[config.mk]
export PLATFORM = sky130hd
export DESIGN_NAME = eth_rx_frame_ctl_flat
export DESIGN_NICKNAME = d
export VERILOG_FILES = /design/src/rtl/eth_rx_frame_ctl_if.sv /design/src/rtl/eth_rx_frame_ctl.sv /design/src/flat_wrapper.sv
export SDC_FILE = /design/constraint.sdc
export NUM_CORES = 1
export LEC_CHECK = 0
export BUFFER_PORTS_ARGS = -buffer_cell sky130_fd_sc_hd__buf_2
export CAP_MARGIN = 20
export CORE_ASPECT_RATIO = 0.9
export CORE_MARGIN = 5
export CORE_UTILIZATION = 29
export CTS_BUF_LIST = sky130_fd_sc_hd__clkbuf_8
export DETAILED_ROUTE_END_ITERATION = 8
export PLACE_DENSITY = 0.47
export SLEW_MARGIN = 0
export SYNTH_ARGS = -nofsm -noshare
export SYNTH_HDL_FRONTEND = slang
export SYNTH_SLANG_ARGS = --single-unit
[constraint.sdc]
create_clock -name clk -period 5.1 [get_ports clk]
set_input_delay 0.255 -clock clk [delete_from_list [all_inputs] [get_ports clk]]
set_output_delay 0.255 -clock clk [all_outputs]
set_load 0.03 [all_outputs]
[src/rtl/eth_rx_frame_ctl_if.sv]
// ============================================================================
// eth_rx_frame_ctl_if : receive frame controller bus (PHY strobes, page status, CPU ack)
// Revision 1.0
// ============================================================================
`default_nettype none

interface eth_rx_frame_ctl_if;
  logic        n_ss;
  logic        n_inhibit;
  logic        n_recv_buf_we;
  logic        buf_page;
  logic        rx_ready;
  logic        rx_page;
  logic [10:0] rx_len;
  logic        cpu_ack;
  logic [7:0]  drop_cnt;

  modport master (
    output n_ss, n_inhibit, n_recv_buf_we, cpu_ack,
    input  buf_page, rx_ready, rx_page, rx_len, drop_cnt
  );

  modport slave (
    input  n_ss, n_inhibit, n_recv_buf_we, cpu_ack,
    output buf_page, rx_ready, rx_page, rx_len, drop_cnt
  );
endinterface

`default_nettype wire

[src/rtl/eth_rx_frame_ctl.sv]
// ============================================================================
// eth_rx_frame_ctl : ping-pong receive page manager with frame length/filter drop
// Revision 1.0
// ============================================================================
`default_nettype none

module eth_rx_frame_ctl #(
  parameter int MIN_LEN = 14,
  parameter int MAX_LEN = 1536
) (
  input  logic                 clk,
  input  logic                 n_rst,
  eth_rx_frame_ctl_if.slave    bus
);

  localparam logic [1:0]  ST_IDLE   = 2'd0;
  localparam logic [1:0]  ST_RECV   = 2'd1;
  localparam logic [1:0]  ST_DROP   = 2'd2;
  localparam logic [1:0]  ST_COMMIT = 2'd3;

  localparam logic [10:0] C_CNT_MAX = 11'd2047;
  localparam logic [10:0] C_MIN_LEN = 11'(MIN_LEN);
  localparam logic [10:0] C_MAX_LEN = 11'(MAX_LEN);
  localparam logic [7:0]  C_DROP_MAX = 8'hFF;

  logic        ss_meta_q, ss_sync_q, ss_prev_q;
  logic        inh_meta_q, inh_sync_q;
  logic        we_meta_q, we_sync_q, we_prev_q;

  logic [1:0]  state_q, state_d;
  logic [10:0] count_q, count_d;
  logic [7:0]  drop_cnt_q, drop_cnt_d;
  logic [1:0]  full_q, full_d;
  logic        buf_page_q, buf_page_d;
  logic        rx_page_q, rx_page_d;
  logic [10:0] len0_q, len0_d;
  logic [10:0] len1_q, len1_d;

  logic        ss_fall, ss_rise, we_rise, len_ok;

  // Synchronisers reset to the inactive (high) level so release never fakes an edge
  always_ff @(posedge clk or negedge n_rst) begin
    if (!n_rst) begin
      ss_meta_q  <= 1'b1;
      ss_sync_q  <= 1'b1;
      ss_prev_q  <= 1'b1;
      inh_meta_q <= 1'b1;
      inh_sync_q <= 1'b1;
      we_meta_q  <= 1'b1;
      we_sync_q  <= 1'b1;
      we_prev_q  <= 1'b1;
    end else begin
      ss_meta_q  <= bus.n_ss;
      ss_sync_q  <= ss_meta_q;
      ss_prev_q  <= ss_sync_q;
      inh_meta_q <= bus.n_inhibit;
      inh_sync_q <= inh_meta_q;
      we_meta_q  <= bus.n_recv_buf_we;
      we_sync_q  <= we_meta_q;
      we_prev_q  <= we_sync_q;
    end
  end

  assign ss_fall = ss_prev_q & ~ss_sync_q;
  assign ss_rise = ~ss_prev_q & ss_sync_q;
  assign we_rise = ~we_prev_q & we_sync_q;
  assign len_ok  = (count_q >= C_MIN_LEN) && (count_q <= C_MAX_LEN);

  always_comb begin
    state_d    = state_q;
    count_d    = count_q;
    drop_cnt_d = drop_cnt_q;
    full_d     = full_q;
    buf_page_d = buf_page_q;
    rx_page_d  = rx_page_q;
    len0_d     = len0_q;
    len1_d     = len1_q;

    if (we_rise && (count_q != C_CNT_MAX)) begin
      count_d = count_q + 11'd1;
    end

    // The ack is applied before any commit in the same cycle so neither is lost
    if (bus.cpu_ack && (|full_q)) begin
      full_d[rx_page_q] = 1'b0;
      if (full_q[~rx_page_q]) begin
        rx_page_d = ~rx_page_q;
      end
      if (&full_q) begin
        buf_page_d = rx_page_q;
      end
    end

    unique case (state_q)
      ST_IDLE: begin
        if (ss_fall) begin
          if (!(&full_q)) begin
            state_d = ST_RECV;
            count_d = '0;
          end else begin
            state_d = ST_DROP;
            if (drop_cnt_q != C_DROP_MAX) begin
              drop_cnt_d = drop_cnt_q + 8'd1;
            end
          end
        end
      end
      ST_RECV: begin
        if (ss_rise) begin
          state_d = ST_COMMIT;
        end else if (!inh_sync_q) begin
          state_d = ST_DROP;
        end
      end
      ST_DROP: begin
        if (ss_rise) begin
          state_d = ST_IDLE;
        end
      end
      ST_COMMIT: begin
        state_d = ST_IDLE;
        if (len_ok) begin
          full_d[buf_page_q] = 1'b1;
          if (buf_page_q) begin
            len1_d = count_q;
          end else begin
            len0_d = count_q;
          end
          // Other page empty: this frame is now the oldest, and the receiver moves on
          if (!full_d[~buf_page_q]) begin
            buf_page_d = ~buf_page_q;
            rx_page_d  = buf_page_q;
          end
        end
      end
      default: begin
        state_d = ST_IDLE;
      end
    endcase
  end

  always_ff @(posedge clk or negedge n_rst) begin
    if (!n_rst) begin
      state_q    <= ST_IDLE;
      count_q    <= '0;
      drop_cnt_q <= '0;
      full_q     <= '0;
      buf_page_q <= 1'b0;
      rx_page_q  <= 1'b0;
      len0_q     <= '0;
      len1_q     <= '0;
    end else begin
      state_q    <= state_d;
      count_q    <= count_d;
      drop_cnt_q <= drop_cnt_d;
      full_q     <= full_d;
      buf_page_q <= buf_page_d;
      rx_page_q  <= rx_page_d;
      len0_q     <= len0_d;
      len1_q     <= len1_d;
    end
  end

  assign bus.buf_page = buf_page_q;
  assign bus.rx_ready = |full_q;
  assign bus.rx_page  = rx_page_q;
  assign bus.rx_len   = rx_page_q ? len1_q : len0_q;
  assign bus.drop_cnt = drop_cnt_q;

endmodule

`default_nettype wire

[src/flat_wrapper.sv]
// flat-port wrapper written by rule: the top's interface ports become plain ports
module eth_rx_frame_ctl_flat 
#(
  parameter int MIN_LEN = 14,
  parameter int MAX_LEN = 1536
)
  (clk, n_rst, bus_n_ss, bus_n_inhibit, bus_n_recv_buf_we, bus_cpu_ack, bus_buf_page, bus_rx_ready, bus_rx_page, bus_rx_len, bus_drop_cnt);
  eth_rx_frame_ctl_if bus_i ();
  input  logic clk;
  input  logic n_rst;
  input wire logic [$bits(bus_i.n_ss)-1:0] bus_n_ss;
  input wire logic [$bits(bus_i.n_inhibit)-1:0] bus_n_inhibit;
  input wire logic [$bits(bus_i.n_recv_buf_we)-1:0] bus_n_recv_buf_we;
  input wire logic [$bits(bus_i.cpu_ack)-1:0] bus_cpu_ack;
  output wire logic [$bits(bus_i.buf_page)-1:0] bus_buf_page;
  output wire logic [$bits(bus_i.rx_ready)-1:0] bus_rx_ready;
  output wire logic [$bits(bus_i.rx_page)-1:0] bus_rx_page;
  output wire logic [$bits(bus_i.rx_len)-1:0] bus_rx_len;
  output wire logic [$bits(bus_i.drop_cnt)-1:0] bus_drop_cnt;
  assign bus_i.n_ss = bus_n_ss;
  assign bus_i.n_inhibit = bus_n_inhibit;
  assign bus_i.n_recv_buf_we = bus_n_recv_buf_we;
  assign bus_i.cpu_ack = bus_cpu_ack;
  assign bus_buf_page = bus_i.buf_page;
  assign bus_rx_ready = bus_i.rx_ready;
  assign bus_rx_page = bus_i.rx_page;
  assign bus_rx_len = bus_i.rx_len;
  assign bus_drop_cnt = bus_i.drop_cnt;
  eth_rx_frame_ctl #(.MIN_LEN(MIN_LEN), .MAX_LEN(MAX_LEN)) u_core (.clk(clk), .n_rst(n_rst), .bus(bus_i));
endmodule
* Yosys cells after proc, flatten, opt, wreduce, memory -nomap -nowiden
Index checks and enable logic that the tools add are counted.
** Word-level totals
- Register bits after elaboration :: 55
- Latch bits :: 0
- RAM bits :: 0
- Bits in read-only memories :: 0
- Input port bits :: 6
- Output and inout bits :: 22
- Logic and storage cells :: 89
- Memories :: 0
** Cells by class
- Add/subtract/negate cells :: 2
- $mul :: 0
- Divide/modulo/power cells :: 0
- Order comparisons :: 8
- Eq/ne operators :: 8
- Shift operators :: 0
- Muxes and demuxes :: 32
- Bitwise operators :: 11
- Reductions and logical operators :: 12
** Operators with widths (count)
- $mux W11 :: 5
- $mux W1 :: 16
- $mux W2 :: 8
- $add A11 B1 Y11 const B :: 1
- $ge A11 B4 Y1 const B :: 1
- $le A11 B11 Y1 const B :: 1
- $ne A11 B11 Y1 const B :: 1
- $reduce_and A3 Y1 :: 3
- $add A8 B1 Y8 const B :: 1
- $lt A1 B2 Y1 const B :: 4
- $ne A8 B8 Y1 const B :: 1
- $pmux W2 S4 :: 1
- $logic_and A1 B1 Y1 :: 5
- $not A1 Y1 :: 5
- $reduce_and A5 Y1 :: 1
- $eq A2 B2 Y1 const B :: 2
- $ne A2 B1 Y1 const B :: 2
- $and A1 B1 Y1 :: 3
- $ne A3 B3 Y1 const B :: 1
- $and A2 B2 Y2 :: 1
- $demux W1 S1 :: 2
- $eq A2 B1 Y1 const B :: 1
- $ge A1 B1 Y1 const B :: 2
- $logic_not A2 Y1 :: 1
- other kinds (4) :: 4

* Logic depth before layout (Yosys ltp)
- Depth in word-level cells :: 13
- Gate-level depth with buffers :: 8
- Depth with buffers taken out :: 7

* Worst setup path before layout
Ideal clock, no wire load.
- Kind :: flip-flop to flip-flop
- Start :: reg u_core.count_q[0]
- End :: reg u_core.len0_q[6]
- Setup time :: 0.128 ns
- Arrival time :: 1.818 ns
- Data required time :: 4.972 ns
- Slack :: 3.154 ns
- Stages on the path, launching flop included :: 8
- Buffers on the path :: 1
- Clock period less this slack :: 1.946 ns
- Cell sequence :: dfrtp_1 inv_1 ha_1 nor4b_2 a21oi_1 nor4_4 buf_6 mux2_1
** Between the ends
- Longest elaborated chain between the ends :: 3
- Elaborated cells on any way between the ends :: 4
- Those cells by class :: order compare: 2; reduce/logical: 2
** Ends and longest elaborated chain
- start: declaration :: line eth_rx_frame_ctl.sv:31 : logic [10:0] count_q, count_d;
- start signal: assignment :: line eth_rx_frame_ctl.sv:154 : count_q <= count_d;
- $ge A11 B4 Y1 or $le A11 B11 Y1 (tied branches) :: line eth_rx_frame_ctl.sv:67 : assign len_ok = (count_q >= C_MIN_LEN) && (count_q <= C_MAX_LEN);
- $logic_and A1 B1 Y1 * :: line eth_rx_frame_ctl.sv:67
- $reduce_and A3 Y1 (no source line) *
- end signal: assignment :: line eth_rx_frame_ctl.sv:159 : len0_q <= len0_d;
- end: declaration :: line eth_rx_frame_ctl.sv:36 : logic [10:0] len0_q, len0_d;
Every way passes the cells marked *; elsewhere a longest branch is shown, timed or not.
A chain may end at the register's enable or synchronous reset.

* Final worst setup path
- Start :: reg u_core.count_q[0]
- End :: reg u_core.rx_page_q (netlist: u_core.bus.rx_page)
** Between the ends
- Longest elaborated chain between the ends :: 4
- Elaborated cells on any way between the ends :: 5
- Those cells by class :: order compare: 2; mux: 2; reduce/logical: 1
** Ends and longest elaborated chain
- $ge A11 B4 Y1 or $le A11 B11 Y1 (tied branches) :: line eth_rx_frame_ctl.sv:67
- $logic_and A1 B1 Y1 * :: line eth_rx_frame_ctl.sv:67
- $mux W1 * :: line eth_rx_frame_ctl.sv:122 : if (len_ok) begin
- $mux W1 * :: line eth_rx_frame_ctl.sv:94 : unique case (state_q)
- via u_core.rx_page_d :: line eth_rx_frame_ctl.sv:35 : logic rx_page_q, rx_page_d;
- end signal: assignment :: line eth_rx_frame_ctl.sv:158 : rx_page_q <= rx_page_d;
- end: declaration :: line eth_rx_frame_ctl.sv:35
The timed path passes the listed nets; every way through them passes the cells marked *.

==> run_results.csv <==
group,metric,value,unit
global_route,use_met2,15.7,%
die,die-width,110,um
synthesis,syn_avg_cell_area,11.9,um2
synthesis,yosysSeqAreaShare,53.6,%
detailed_routing,finalWirelength,5.06,mm
die,fp.dieArea,0.0109,mm2
finish,nets,252,
sta,fin_crit,2.46,ns
global_route,grt_max_degree,56,
synthesis,synth_cells,217,
finish,drive_gt1_share,25.4,%
sta,hold_violations,0,
detailed_routing,drcViolationCount,0,
global_route,grt_first_pass_wirelength,9.08,mm
sta,rsz0062_at_grt,"false",
detailed_routing,ant_nets,0,
die,die_h,99.6,um
place,dp_hpwl,3.46,mm
sta,clock_skew,0.00732,ns
synthesis,synth_area_leader_cell,"dfrtp_1",
synthesis,synthArstFlopShare,100,%
global_route,globalRoute.busiestLayer,"met2",
place,place_congestion,0.758,
cts,cts_buffers,5,
sta,setup_violations,0,
power_and_ir_drop,peakVddDrop,0.0000988,V
synthesis,synth_edf_count,0,
cts,cts-root-buf,"clkbuf_8",
power_and_ir_drop,p_per_area,281,mW/mm2
synthesis,syn-cell-area,0.00259,mm2
global_route,antenna_found_initial,0,
sta,fin_crit_sh,48.3,%
cts,ctsHtreeMaxLevel,2,
synthesis,syn-num-nets,226,
sta,maxSlewHeadroom,30.6,%
worst_setup_path,regToRegSetupSlack,2.64,ns
finish,fillers,899,
cts,insertion_delay,0.30,ns
global_route,grt_overflow,0,
detailed_routing,vias,1660,
cts,cts_hold_buf,0,
worst_setup_path,worst-path-max-fanout,14,
sta,tightest_slew,1.04,ns
hold_path,holdPathStages,1,
synthesis,synthFlopType,"dfrtp_1",
detailed_routing,viasPerCell,4.57,
cts,cts_sinks,55,
detailed_routing,drtIter0Drc,32,
finish,syn2layout_area_growth,12.6,%
worst_setup_path,path_class,"reg -> reg",
die,core_area,0.00865,mm2
die,ios,28,
hold_path,hold_class,"in -> reg",
worst_setup_path,reg2reg_depth,7,
finish,diodes,0,
status,status,"finished clean",
global_route,grt_pass1_vias,1750,
cts,clock_path_buffers,2,
global_route,grt_use_total,10.4,%
cts,cts_tree,"yes",
synthesis,yosys_warnings,0,
cts,cts_resized,0,
die,num_rows,32,
power_and_ir_drop,power,0.817,mW
synthesis,synth_top_area_share,45.5,%
synthesis,synth-seq-cells,55,
sta,finalSetupTns,0,ns
die,start_util,29.9,%
power_and_ir_drop,leakage,1.43,nW
sta,slew_viol_final,0,
global_route,use_met1,14.9,%
detailed_routing,drtPass1Iterations,4,
cts,cts_setup_buffers,0,
cts,clk_pin_slew,0.10,ns
synthesis,ys_types,48,
worst_setup_path,critPathArrivalTime,2.66,ns
detailed_routing,wire_per_inst,13.9,um
sta,fmax,406,MHz
synthesis,synth_area_leaders,"dfrtp_1, mux2_1, dfstp_2",
run,drv_cap,0,
worst_setup_path,worst_setup_path_end_kind,"flop",
place,port_buffers,27,
global_route,grt_use_met3,2.01,%
worst_setup_path,required,5.30,ns
worst_setup_path,start_kind,"flop",
[through the flow]
| stage | util (%) | std cells | hold slack, ns | setup WS, ns | area (um2) |
|---|---|---|---|---|---|
| 6_report | 33.7 | 363 | 0.0380 | 2.64 | 2910 |
| 3_5_place_dp | 32.7 | 355 | 0.347 | 2.61 | 2830 |
| 3_3_place_gp | 32.7 | 355 | 0.346 | 2.67 | 2830 |
| 4_1_cts | 33.7 | 363 | 0.0206 | 2.58 | 2910 |
| 2_1_floorplan | - | 217 | -0.0406 | 3.15 | 2590 |
| 5_1_grt | 33.7 | 363 | 0.0166 | 2.34 | 2910 |
[critical path: stages (launching register included)]
cell	delay (ns)
dfrtp_1	0.42
inv_1	0.12
ha_1	0.16
nor4b_2	0.22
a21oi_1	0.18
nor4_4	0.81
o21ba_1	0.25
o211a_1	0.20
[flip-flops by register name, indices dropped and copies added (netlist names)]
signal	flops
u_core.we_prev_q	1
u_core.ss_sync_q	1
u_core.bus.drop_cnt	8
u_core.ss_prev_q	1
u_core.full_q	2
u_core.len1_q	11
u_core.inh_meta_q	1
u_core.state_q	2
u_core.we_meta_q	1
u_core.bus.rx_page	1
u_core.we_sync_q	1
u_core.bus.buf_page	1
u_core.len0_q	11
u_core.inh_sync_q	1
u_core.count_q	11
u_core.ss_meta_q	1
[logic make-up after synthesis]
logic type | after synthesis | synth area share, %
AND/OR/NAND/NOR | 68 | 15.0
flip-flops | 55 | 53.6
multiplexers | 32 | 13.9
AO/OA/AOI/OAI | 31 | 8.76
XOR/XNOR | 14 | 4.74
buffers and inverters | 14 | 2.52
adder cells (fa/ha/maj) | 3 | 1.45
[final cells by class]
class                           instances  area, um2  area share, %
Inverter                                5       18.8          0.644
Sequential cell                        55       1390           47.6
Clock buffer                            5       68.8           2.36
Tap cell                              119        149           5.11
Timing Repair Buffer                   28        143           4.90
Multi-Input combinational cell        148       1130           39.0
Clock inverter                          3       12.5          0.430
[Yosys cell counts, types with 3 or more instances]
cell,number
dfrtp_1,47
mux2_1,20
nand2_1,17
nor2_1,15
mux2_2,11
xnor2_1,10
a21oi_1,9
dfstp_2,8
and3_1,5
inv_1,5
nor3_1,5
o21ai_1,5
buf_2,4
clkbuf_1,4
nand3_1,4
xor2_1,4
a21o_1,3
ha_1,3
nand2b_1,3
nand4_1,3
o21ai_0,3
or3_1,3
[power breakdown]
| group | leakage, nW | internal [mW] | switching, mW |
|---|---|---|---|
| clock | 0.0505 | 0.0929 | 0.137 |
| sequential | 0.735 | 0.460 | 0.0360 |
| combinational | 0.648 | 0.0394 | 0.0514 |
[worst paths after layout]
| kind | startpoint | end |
|---|---|---|
| max in group asynchronous | n_rst | u_core.bus.buf_page |
| hold reg to reg | u_core.we_meta_q | u_core.we_sync_q |
| hold / removal | bus_n_inhibit | u_core.inh_meta_q |
| setup reg to reg | u_core.count_q[0] | u_core.bus.rx_page |
| min in group asynchronous | n_rst | u_core.len1_q[5] |
| setup / recovery | u_core.count_q[0] | u_core.bus.rx_page |
[placed cells by master (no fill, tap or decap), types with 3 or more instances in the layout]
cell type  synthesis  layout
ha_1               3       3
clkbuf_8           0       5
o21ai_0            3       3
nand2_1           17      17
mux2_2            11      11
or3_1              3       3
dfrtp_1           47      47
nand2b_1           3       3
a21o_1             3       3
xnor2_1           10      10
and3_1             5       5
nand3_1            4       4
a21oi_1            9       9
xor2_1             4       4
nor2_1            15      15
dfstp_2            8       8
nor3_1             5       5
nand4_1            3       3
o21ai_1            5       5
inv_1              5       7
mux2_1            20      20
buf_2              4      27
[metal layers]
| layer | part of all wire, % | up-vias |
|---|---|---|
| li1 | - | 813 |
| met1 | 52 | 818 |
| met2 | 44 | 22 |
| met3 | 2.7 | 7 |
| met4 | 1.6 | 0 |
| met5 | 0 | - |
Note: power is estimated with default switching activity, not from simulation.
